[src/rtl/add_sub_pipe_pkg.sv]
// Shared definitions for the pipelined adder/subtractor: op encoding,
// slice width helper and the result flag bundle.
package add_sub_pipe_pkg;

   localparam logic OP_ADD = 1'b0;
   localparam logic OP_SUB = 1'b1;

   typedef struct packed {
      logic cout;
      logic ovf;
      logic zero;
   } flags_t;

   function automatic int chunk_width(input int width, input int stages);
      return width / stages;
   endfunction

endpackage

[src/rtl/add_sub_slice.sv]
// Combinational CHUNK-bit ripple adder: {c_out, sum} = x + y + c_in.
module add_sub_slice #(
   parameter int CHUNK = 4
) (
   input  logic [CHUNK-1:0] x,
   input  logic [CHUNK-1:0] y,
   input  logic             c_in,
   output logic [CHUNK-1:0] sum,
   output logic             c_out
);

   logic [CHUNK:0] carry;

   assign carry[0] = c_in;

   for (genvar k = 0; k < CHUNK; k++) begin : g_bit
      full_adder u_fa (
         .a    (x[k]),
         .b    (y[k]),
         .cin  (carry[k]),
         .sum  (sum[k]),
         .cout (carry[k+1])
      );
   end

   assign c_out = carry[CHUNK];

endmodule

[src/rtl/full_adder.sv]
// Single-bit full adder, the building block of every ripple slice.
module full_adder (
   input  logic a,
   input  logic b,
   input  logic cin,
   output logic sum,
   output logic cout
);

   assign sum  = a ^ b ^ cin;
   assign cout = (a & b) | (cin & (a ^ b));

endmodule

[src/rtl/add_sub_pipe.sv]
// Pipelined WIDTH-bit adder/subtractor: one CHUNK-bit slice per stage with a
// registered carry between stages and valid/ready flow control per stage.
module add_sub_pipe
   import add_sub_pipe_pkg::*;
#(
   parameter int WIDTH  = 16,
   parameter int STAGES = 4
) (
   input  logic             clk,
   input  logic             rst_n,
   input  logic             in_valid,
   output logic             in_ready,
   input  logic [WIDTH-1:0] a,
   input  logic [WIDTH-1:0] b,
   input  logic             cin,
   input  logic             sub,
   output logic             out_valid,
   input  logic             out_ready,
   output logic [WIDTH-1:0] s,
   output logic             cout,
   output logic             ovf,
   output logic             zero
);

   localparam int CHUNK = chunk_width(WIDTH, STAGES);
   localparam int LAST  = STAGES - 1;
   localparam int MSB   = WIDTH - 1;

   if (STAGES < 1 || (WIDTH % STAGES) != 0) begin : g_bad_params
      $error("add_sub_pipe: STAGES must be >= 1 and divide WIDTH");
   end

   logic [STAGES-1:0] valid_q, valid_d;
   logic              carry_q [STAGES];
   logic              carry_d [STAGES];
   logic [WIDTH-1:0]  sum_q   [STAGES];
   logic [WIDTH-1:0]  sum_d   [STAGES];
   logic [WIDTH-1:0]  a_q     [STAGES];
   logic [WIDTH-1:0]  a_d     [STAGES];
   logic [WIDTH-1:0]  b_q     [STAGES];
   logic [WIDTH-1:0]  b_d     [STAGES];
   flags_t            flags_q, flags_d;

   logic [STAGES-1:0] stage_ready;
   logic [STAGES-1:0] up_valid;
   logic              up_carry  [STAGES];
   logic [WIDTH-1:0]  up_a      [STAGES];
   logic [WIDTH-1:0]  up_b      [STAGES];
   logic [WIDTH-1:0]  up_sum    [STAGES];
   logic [CHUNK-1:0]  slice_sum [STAGES];
   logic              slice_cout[STAGES];
   logic [WIDTH-1:0]  last_sum;

   // Stage 0 is fed straight from the ports with b already conditioned for subtract
   always_comb begin
      up_valid[0] = in_valid;
      up_a[0]     = a;
      up_b[0]     = (sub == OP_ADD) ? b : ~b;
      up_carry[0] = cin ^ (sub == OP_SUB);
      up_sum[0]   = '0;
      for (int i = 1; i < STAGES; i++) begin
         up_valid[i] = valid_q[i-1];
         up_a[i]     = a_q[i-1];
         up_b[i]     = b_q[i-1];
         up_carry[i] = carry_q[i-1];
         up_sum[i]   = sum_q[i-1];
      end
   end

   // A stage can load unless it and everything after it is full and the consumer stalls
   always_comb begin
      logic full_tail;
      full_tail   = 1'b1;
      stage_ready = '0;
      for (int i = 0; i < STAGES; i++) begin
         full_tail = 1'b1;
         for (int j = i; j < STAGES; j++) begin
            full_tail = full_tail & valid_q[j];
         end
         stage_ready[i] = out_ready || !full_tail;
      end
   end

   for (genvar i = 0; i < STAGES; i++) begin : g_stage
      add_sub_slice #(.CHUNK(CHUNK)) u_slice (
         .x     (up_a[i][i*CHUNK +: CHUNK]),
         .y     (up_b[i][i*CHUNK +: CHUNK]),
         .c_in  (up_carry[i]),
         .sum   (slice_sum[i]),
         .c_out (slice_cout[i])
      );
   end

   always_comb begin
      valid_d  = valid_q;
      carry_d  = carry_q;
      sum_d    = sum_q;
      a_d      = a_q;
      b_d      = b_q;
      flags_d  = flags_q;
      last_sum = up_sum[LAST];
      last_sum[LAST*CHUNK +: CHUNK] = slice_sum[LAST];
      for (int i = 0; i < STAGES; i++) begin
         if (stage_ready[i]) begin
            valid_d[i] = up_valid[i];
            if (up_valid[i]) begin
               carry_d[i] = slice_cout[i];
               sum_d[i]   = up_sum[i];
               sum_d[i][i*CHUNK +: CHUNK] = slice_sum[i];
               a_d[i]     = up_a[i];
               b_d[i]     = up_b[i];
            end
         end
      end
      // Flags are only known once the top slice has produced the sign bit
      if (stage_ready[LAST] && up_valid[LAST]) begin
         flags_d.cout = slice_cout[LAST];
         flags_d.ovf  = (up_a[LAST][MSB] == up_b[LAST][MSB]) &&
                        (last_sum[MSB] != up_a[LAST][MSB]);
         flags_d.zero = (last_sum == '0);
      end
   end

   always_ff @(posedge clk or negedge rst_n) begin
      if (!rst_n) begin
         valid_q <= '0;
         flags_q <= '0;
         for (int i = 0; i < STAGES; i++) begin
            carry_q[i] <= 1'b0;
            sum_q[i]   <= '0;
            a_q[i]     <= '0;
            b_q[i]     <= '0;
         end
      end else begin
         valid_q <= valid_d;
         carry_q <= carry_d;
         sum_q   <= sum_d;
         a_q     <= a_d;
         b_q     <= b_d;
         flags_q <= flags_d;
      end
   end

   assign in_ready  = stage_ready[0];
   assign out_valid = valid_q[LAST];
   assign s         = sum_q[LAST];
   assign cout      = flags_q.cout;
   assign ovf       = flags_q.ovf;
   assign zero      = flags_q.zero;

endmodule

[config.mk]
export PLATFORM = sky130hd
export DESIGN_NAME = add_sub_pipe
export DESIGN_NICKNAME = d
export VERILOG_FILES = /design/src/rtl/add_sub_pipe_pkg.sv /design/src/rtl/add_sub_slice.sv /design/src/rtl/full_adder.sv /design/src/rtl/add_sub_pipe.sv
export SDC_FILE = /design/constraint.sdc
export NUM_CORES = 1
export LEC_CHECK = 0
export CAP_MARGIN = 20
export CORE_UTILIZATION = 44
export CTS_BUF_LIST = sky130_fd_sc_hd__clkbuf_8
export DETAILED_ROUTE_END_ITERATION = 6
export GPL_ROUTABILITY_DRIVEN = 0
export GPL_TIMING_DRIVEN = 0
export PLACE_DENSITY = 0.62
export SYNTH_ARGS = -nofsm -noshare
export SYNTH_HDL_FRONTEND = slang
export SYNTH_SLANG_ARGS = --single-unit
[constraint.sdc]
create_clock -name clk -period 2.8 [get_ports clk]
set_input_delay 0.84 -clock clk [delete_from_list [all_inputs] [get_ports clk]]
set_output_delay 0.84 -clock clk [all_outputs]
set_load 0.02 [all_outputs]
### Yosys cells after proc, flatten, opt, wreduce, memory -nomap -nowiden

Cells that the tools add are included.

| storage, ports and cells | value |
|---|---|
| word-level logic and storage cells | 126 |
| output and inout bits | 21 |
| bits in registers | 146 |
| bits of input ports | 38 |

| operators by class | value |
|---|---|
| bitwise gates (word level) | 88 |
| reductions and logical operators | 15 |
| mux-type cells | 1 |
| eq/ne operators | 2 |

Operator list:

| kind | count |
|---|---|
| AND 1 bit | 38 |
| bitwise XOR 1 bit | 33 |
| logical NOT 16 bit | 1 |
| two-way mux 16 bit | 1 |
| inverter 16 bit | 1 |
| OR 1 bit | 16 |
| AND reduction 2 bit | 4 |
| logical NOT 1 bit | 4 |
| logical OR 1 bit | 4 |
| logical AND 1 bit | 2 |
| == test 1 bit | 1 |
| inequality test 1 bit | 1 |

### Logic depth before layout (Yosys ltp)

Gate-level depths: netlist (run 1).

| depth | value |
|---|---|
| depth in word-level cells | 11 |
| gate-level depth with buffers | 10 |
| mapped depth without buffers | 10 |

### Modules after synthesis

From an unflattened synthesis (run 1), not the netlist that was laid out.

| second synthesis, totals | value |
|---|---|
| cell total of the unflattened synthesis | 273 |
| area, all modules | 4352.9 sq um |

Modules (own cells, without submodules):

| module | cells an instance | seq. area each (sq um) | instances | area each (sq um) |
|---|---|---|---|---|
| add_sub_pipe | 257 | 2452.4 | 1 | 4032.6 |
| full_adder | 1 | 0.0 | 16 | 20.0 |

### Worst setup path after synthesis (run 1)

No wires, ideal clock.

| path | value |
|---|---|
| path kind | input -> register |
| from | input sub |
| to | register sum_q[51] (netlist name) |
| data required time | 2675 ps |
| arrival time | 3275 ps |
| setup time | 125 ps |
| stages | 9 |
| slack | -600 ps |
| path through | buf_2 > buf_2 > xnor2_1 > fa_1 > fa_1 > fa_1 > inv_1 > fa_1 > mux2_4 |

| between the ends | value |
|---|---|
| longest elaborated chain between the ends | 9 |

RTL lines:

| item | line | text |
|---|---|---|
| from (decl) | add_sub_pipe.sv:16 | `input logic sub,` |
| two-way mux 16 bit | add_sub_pipe.sv:58 | `up_b[0] = (sub == OP_ADD) ? b : ~b;` |
| bitwise XOR 1 bit | full_adder.sv:11 | `assign cout = (a & b) \| (cin & (a ^ b));` |
| AND 1 bit | full_adder.sv:11 |  |
| OR 1 bit | full_adder.sv:11 |  |
| AND 1 bit | full_adder.sv:11 |  |
| OR 1 bit | full_adder.sv:11 |  |
| AND 1 bit | full_adder.sv:11 |  |
| OR 1 bit | full_adder.sv:11 |  |
| bitwise XOR 1 bit (*) | full_adder.sv:10 | `assign sum = a ^ b ^ cin;` |
| net g_stage[0].u_slice.g_bit[3].u_fa.sum | full_adder.sv:6 | `output logic sum,` |
| to (signal assigned) | add_sub_pipe.sv:137 | `sum_q <= sum_d;` |
| to (decl) | add_sub_pipe.sv:36 | `logic [WIDTH-1:0] sum_q [STAGES];` |

Mark *: on every way through the listed nets, which the timed path passes. The rest lies on a longest branch.
A chain may end at the register's enable or synchronous reset.

### Worst setup path in the final report (run 1)

Ends and elaborated chain as after synthesis.

==> impl_metrics.json, run 1 <==
{
  "pin_count": 59,
  "place_area_um2": 5255,
  "syn_to_final_growth_pct": 21.83,
  "yosysSeqAreaShare_pct": 54.79,
  "p_leak_nw": 2.438,
  "final_area_um2": 5453,
  "portBuffers": 57,
  "cap_viol_max_count": 0,
  "hold_violations": 0,
  "pre_cts_slack_ns": -0.5351,
  "coreArea_um2": 9819,
  "std_cell_rows": 36,
  "rsz0062_at_grt": "false",
  "cts_sinks": 98,
  "dp_hpwl_mm": 5.556,
  "die_area_um2": 10580,
  "drtPass1Iterations": 6,
  "fin_tns_setup_ns": 0,
  "route.detailed.drc": 0,
  "grt_first_pass_wirelength_mm": 12.32,
  "hp-class": "in2async",
  "grt_pass1_vias": 2464,
  "diodes": 0,
  "mostFrequentLayoutCell": "dfrtp_1",
  "ys.flop_type": "dfrtp_1",
  "holdBufCountCts": 0,
  "grt_use_total_pct": 16.09,
  "cts_tree": "built",
  "wl_mm": 7.439,
  "clk_latency_ns": 0.37,
  "fin_crit_sh_pct": 97.85,
  "fmax_mhz": 365.0,
  "status": "complete, no violations",
  "detail_route.vias_per_cell": 4.629,
  "worstSetupEndpointType": "flip-flop",
  "cts-root-buf": "clkbuf_8",
  "clockBufferDepth": 2,
  "vias": 2407,
  "fin_crit_ns": 2.740,
  "initial_utilization_pct": 45.58,
  "cts-buffers-inserted": 9,
  "synth-warning-count": 0,
  "drt_iter0_markers": 56,
  "ff2ff_path_depth": 10,
  "syn-num-nets": 370,
  "syn-cell-area_um2": 4476,
  "post_drt_wl_per_cell_um": 14.31,
  "ys_seq_elements": 98,
  "drive_gt1_share_pct": 33.59,
  "ir_drop_uv": 346.9,
  "r2r-start": "carry_q[1]",
  "grt_remaining_overflow": 0,
  "nets": 438,
  "slew_headroom_pct": 55.82,
  "synthArstFlopShare_pct": 100.0,
  "skew_ns": 0.01509,
  "die_x_um": 102.9,
  "clkTransAtPathRegs_ns": 0.10,
  "htreeDepth": 3,
  "postRouteAntennaNets": 0,
  "antenna_found_initial": 0,
  "r2r-end": "zero",
  "synthCells": 315,
  "setup_viol": 0,
  "fp.dieH_um": 102.9,
  "p_total_mw": 5.017,
  "worstPathRequired_ns": 3.05,
  "synth_edf_count": 0,
  "synth.distinct_cells": 30,
  "worst_slew_pin_slew_ns": 0.6627,
  "crit_type": "in2reg",
  "layout_common_cells": "dfrtp_1, mux2_2, clkdlybuf4s50_1",
  "slew_viol_final": 0,
  "setup_slack_ns": 0.06008,
  "cp.arrival_ns": 2.99,
  "cp_max_fo": 17,
  "worst_hold_slack_ns": 0.4940,
  "r2r_slack_ns": 0.21,
  "syn_avg_cell_area_um2": 14.21,
  "startpoint_type": "primary input",
  "grt_start_max_net_pins": 51,
  "power_density_nw_per_um2": 920.1
}
==> layout make-up <==
cell class / instances / area [um2]
Clock buffer: 10 / 137.6
Inverter: 33 / 123.9
Clock inverter: 5 / 55.05
Sequential cell: 98 / 2452
Fill cell: 894 / 4367
Buffer: 26 / 206.4
Timing Repair Buffer: 58 / 586.8
Tap cell: 133 / 166.4
Multi-Input combinational cell: 157 / 1724
==> through the flow <==
step	utilization (%)	std cells
final	55.53	520
after global routing	55.53	520
after CTS	55.43	520
after detailed placement	53.52	506
after global placement	53.26	505
after floorplan	-	315
==> metal layers <==
layer | vias up | part of all wire, % | track usage (%)
met5 | - | 0 | 0
met4 | 0 | 1.0 | 6.176
met3 | 6 | 3.6 | 4.271
met2 | 40 | 47 | 24.36
met1 | 1202 | 48 | 22.30
li1 | 1159 | - | -
==> cell usage after synthesis, drive strengths merged, types with 4 or more instances <==
master / count / area share [%]
fa: 16 / 7.2
nand3: 5 / 0.56
inv: 33 / 2.8
buf: 27 / 4.6
mux2: 74 / 19
xor2: 11 / 2.2
nand2: 4 / 0.45
dfrtp: 98 / 55
o21ai: 4 / 0.45
mux2i: 11 / 2.5
a21oi: 7 / 0.78
xnor2: 7 / 1.4
nand2b: 4 / 0.56
==> what timing repair did <==
action,CTS,global route
gates resized for setup,16,3
cloned,0,0
buffers inserted,0,0
pin swaps,6,1
setup endpoints to repair,2,3
==> report_power, final <==
part | switching, mW | leakage (nW) | internal [mW] | total [mW]
Combinational | 0.787 | 1.20 | 1.10 | 1.89
Sequential | 0.309 | 1.14 | 1.92 | 2.23
Clock | 0.469 | 0.0941 | 0.429 | 0.898
==> state kept, by name, indices dropped and copies added (netlist names), 3 cells and up <==
signal    flops
b_q          24
a_q          24
valid_q       4
s            16
carry_q       3
sum_q        12
last_sum     12
==> cells by family after synthesis <==
group | share of synthesized area [%]
adder cells (fa/ha/maj) | 7.436
multiplexers | 21.75
flip-flops | 54.79
AO/OA/AOI/OAI | 1.733
AND/OR/NAND/NOR | 3.411
buffers and inverters | 7.352
XOR/XNOR | 3.522
==> critical path, cell delays in order <==
cell and delay [ns]:
buf_6 0.16, xnor2_2 0.16, fa_2 0.39, fa_2 0.35
fa_2 0.39, inv_2 0.06, fa_1 0.38, mux2_4 0.26
==> worst max-delay path by stage <==
| stage | start | end | cells after the start |
|---|---|---|---|
| after floorplan | sub | sum_q[51] | 9 |
| after global placement | rst_n | s[1] | 1 |
| after detailed placement | b[0] | sum_q[51] | 8 |
| after CTS | sub | sum_q[51] | 8 |
| after global routing | sub | sum_q[51] | 8 |
| final | sub | sum_q[51] | 8 |
Power figures use the tool's default switching activity.
==> run 2: changes to the inputs <==
--- a/config.mk
+++ b/config.mk
@@ -12,6 +12,7 @@
 export GPL_ROUTABILITY_DRIVEN = 0
 export GPL_TIMING_DRIVEN = 0
 export PLACE_DENSITY = 0.62
+export SLEW_MARGIN = 20
 export SYNTH_ARGS = -nofsm -noshare
 export SYNTH_HDL_FRONTEND = slang
 export SYNTH_SLANG_ARGS = --single-unit
==> impl_metrics.json, run 2 (synthesis gave the netlist of run 1 again) <==
{
  "grt_start_max_net_pins": 51,
  "worstPathRequired_ns": 3.05,
  "cts_tree": "built",
  "hp-class": "in2async",
  "cts-root-buf": "clkbuf_8",
  "crit_chain": "buf_6, xnor2_2, fa_2, fa_2, fa_2, inv_2, fa_1, mux2_4",
  "cp_top_family": "adder cells",
  "cts-buffers-inserted": 9,
  "drive_gt1_share_pct": 33.59,
  "skew_ns": 0.01509,
  "hold_violations": 0,
  "slew_headroom_pct": 68.08,
  "vias": 2407,
  "pin_count": 59,
  "clkTransAtPathRegs_ns": 0.10,
  "layout_common_cells": "dfrtp_1, mux2_2, clkdlybuf4s50_1",
  "mostFrequentLayoutCell": "dfrtp_1",
  "p_leak_nw": 2.439,
  "nFillCells": 893,
  "cts_setup_buffers": 0,
  "utilization_pct": 55.57,
  "post_drt_wl_per_cell_um": 14.30,
  "worst-path-stages": 8,
  "cts_sinks": 98,
  "wl_mm": 7.437,
  "nets": 438,
  "drt_iter0_markers": 56,
  "slew_viol_final": 0,
  "crit_slowest_cell": "fa_2",
  "critPathMostFrequentCell": "fa_2",
  "grt_first_pass_wirelength_mm": 12.33,
  "std_cell_rows": 36,
  "diodes": 0,
  "p_total_mw": 5.018,
  "syn_to_final_growth_pct": 21.92,
  "grt_pass1_vias": 2463,
  "initial_utilization_pct": 45.58,
  "worst_slew_pin_slew_ns": 0.4788,
  "cp_max_fo": 17,
  "rsz0062_at_grt": "false",
  "ir_drop_uv": 347.1,
  "setup_viol": 0,
  "grt_remaining_overflow": 0,
  "drtPass1Iterations": 6,
  "fin_crit_sh_pct": 97.85,
  "htreeDepth": 3,
  "status": "complete, no violations",
  "fp.dieH_um": 102.9,
  "ff2ff_path_depth": 10,
  "clockBufferDepth": 2,
  "postRouteAntennaNets": 0,
  "crit_buf_inv": 2,
  "portBuffers": 57,
  "worstSetupEndpointType": "flip-flop",
  "clk_latency_ns": 0.37,
  "startpoint_type": "primary input",
  "detail_route.vias_per_cell": 4.629,
  "antenna_found_initial": 0,
  "route.detailed.drc": 0,
  "coreArea_um2": 9819,
  "grt_use_total_pct": 16.11,
  "fin_crit_ns": 2.740,
  "fin_tns_setup_ns": 0,
  "startpoint": "sub",
  "cap_viol_max_count": 0,
  "die_area_um2": 10580,
  "worst_path_largest_cell_delay_ns": 0.39,
  "crit_type": "in2reg",
  "r2r-start": "carry_q[1]",
  "cp.arrival_ns": 2.99,
  "die_x_um": 102.9,
  "dp_hpwl_mm": 5.556,
  "fmax_mhz": 365.0,
  "power_density_nw_per_um2": 919.6
}
run 2: cell counts in the layout (fill, tap and decap cells not counted):
No cell type changed its count.
run 2: repair_timing:
action,4_1_cts,5_1_grt
cloned,0,0
hold buffers,0,0
gates resized for setup,16,3
pin swaps,6,1
endpoints found under the setup margin,2,3
run 2: routing by layer:
| layer | global-route usage (%) | part of all wire (%) |
|---|---|---|
| met3 | 4.271 | 3.6 |
| met5 | 0 | 0 |
| met4 | 6.176 | 1.0 |
| met2 | 24.36 | 47 |
| met1 | 22.34 | 48 |
run 2: worst register-to-register path: cells and delay by family, from the launching register on:
family,cells,cell delay (ns)
simple gates,2,0.30
fa+ha+maj,4,1.47
buf+inv,3,0.22
flops,1,0.40
mux,1,0.07
run 2: final cells by class:
cell class / count / area, um2 / area share, %
Multi-Input combinational cell: 157 / 1724 / 31.60
Timing Repair Buffer: 58 / 590.6 / 10.82
Clock buffer: 10 / 137.6 / 2.522
Tap cell: 133 / 166.4 / 3.050
Clock inverter: 5 / 55.05 / 1.009
Sequential cell: 98 / 2452 / 44.94
Inverter: 33 / 123.9 / 2.270
Buffer: 26 / 206.4 / 3.784
run 2: final timing paths:
path,to,slack (ns)
max,sum_q[51],0.06
min,b_q[40],0.40
max reg2reg,zero,0.21
min reg2reg,ovf,0.50
max in group asynchronous,last_sum[2],1.79
min in group clk,ovf,0.50
run 2: report_power, final:
| part | switching, mW | total [mW] | internal, mW |
|---|---|---|---|
| logic | 0.787 | 1.89 | 1.10 |
| clock network | 0.469 | 0.898 | 0.429 |
| registers | 0.309 | 2.23 | 1.92 |
run 2: per-stage QoR:
step           setup slack (ns)  instance area (um2)  hold WS [ns]  std cells
2_1_floorplan           -0.3723                 4493        0.4655        315
5_1_grt                 0.01554                 5456        0.4255        520
4_1_cts                0.002833                 5446        0.4140        520
3_3_place_gp             -2.810                 5230        0.4779        505
6_report                0.06008                 5456        0.4017        520
3_5_place_dp            -0.5351                 5259        0.4819        506
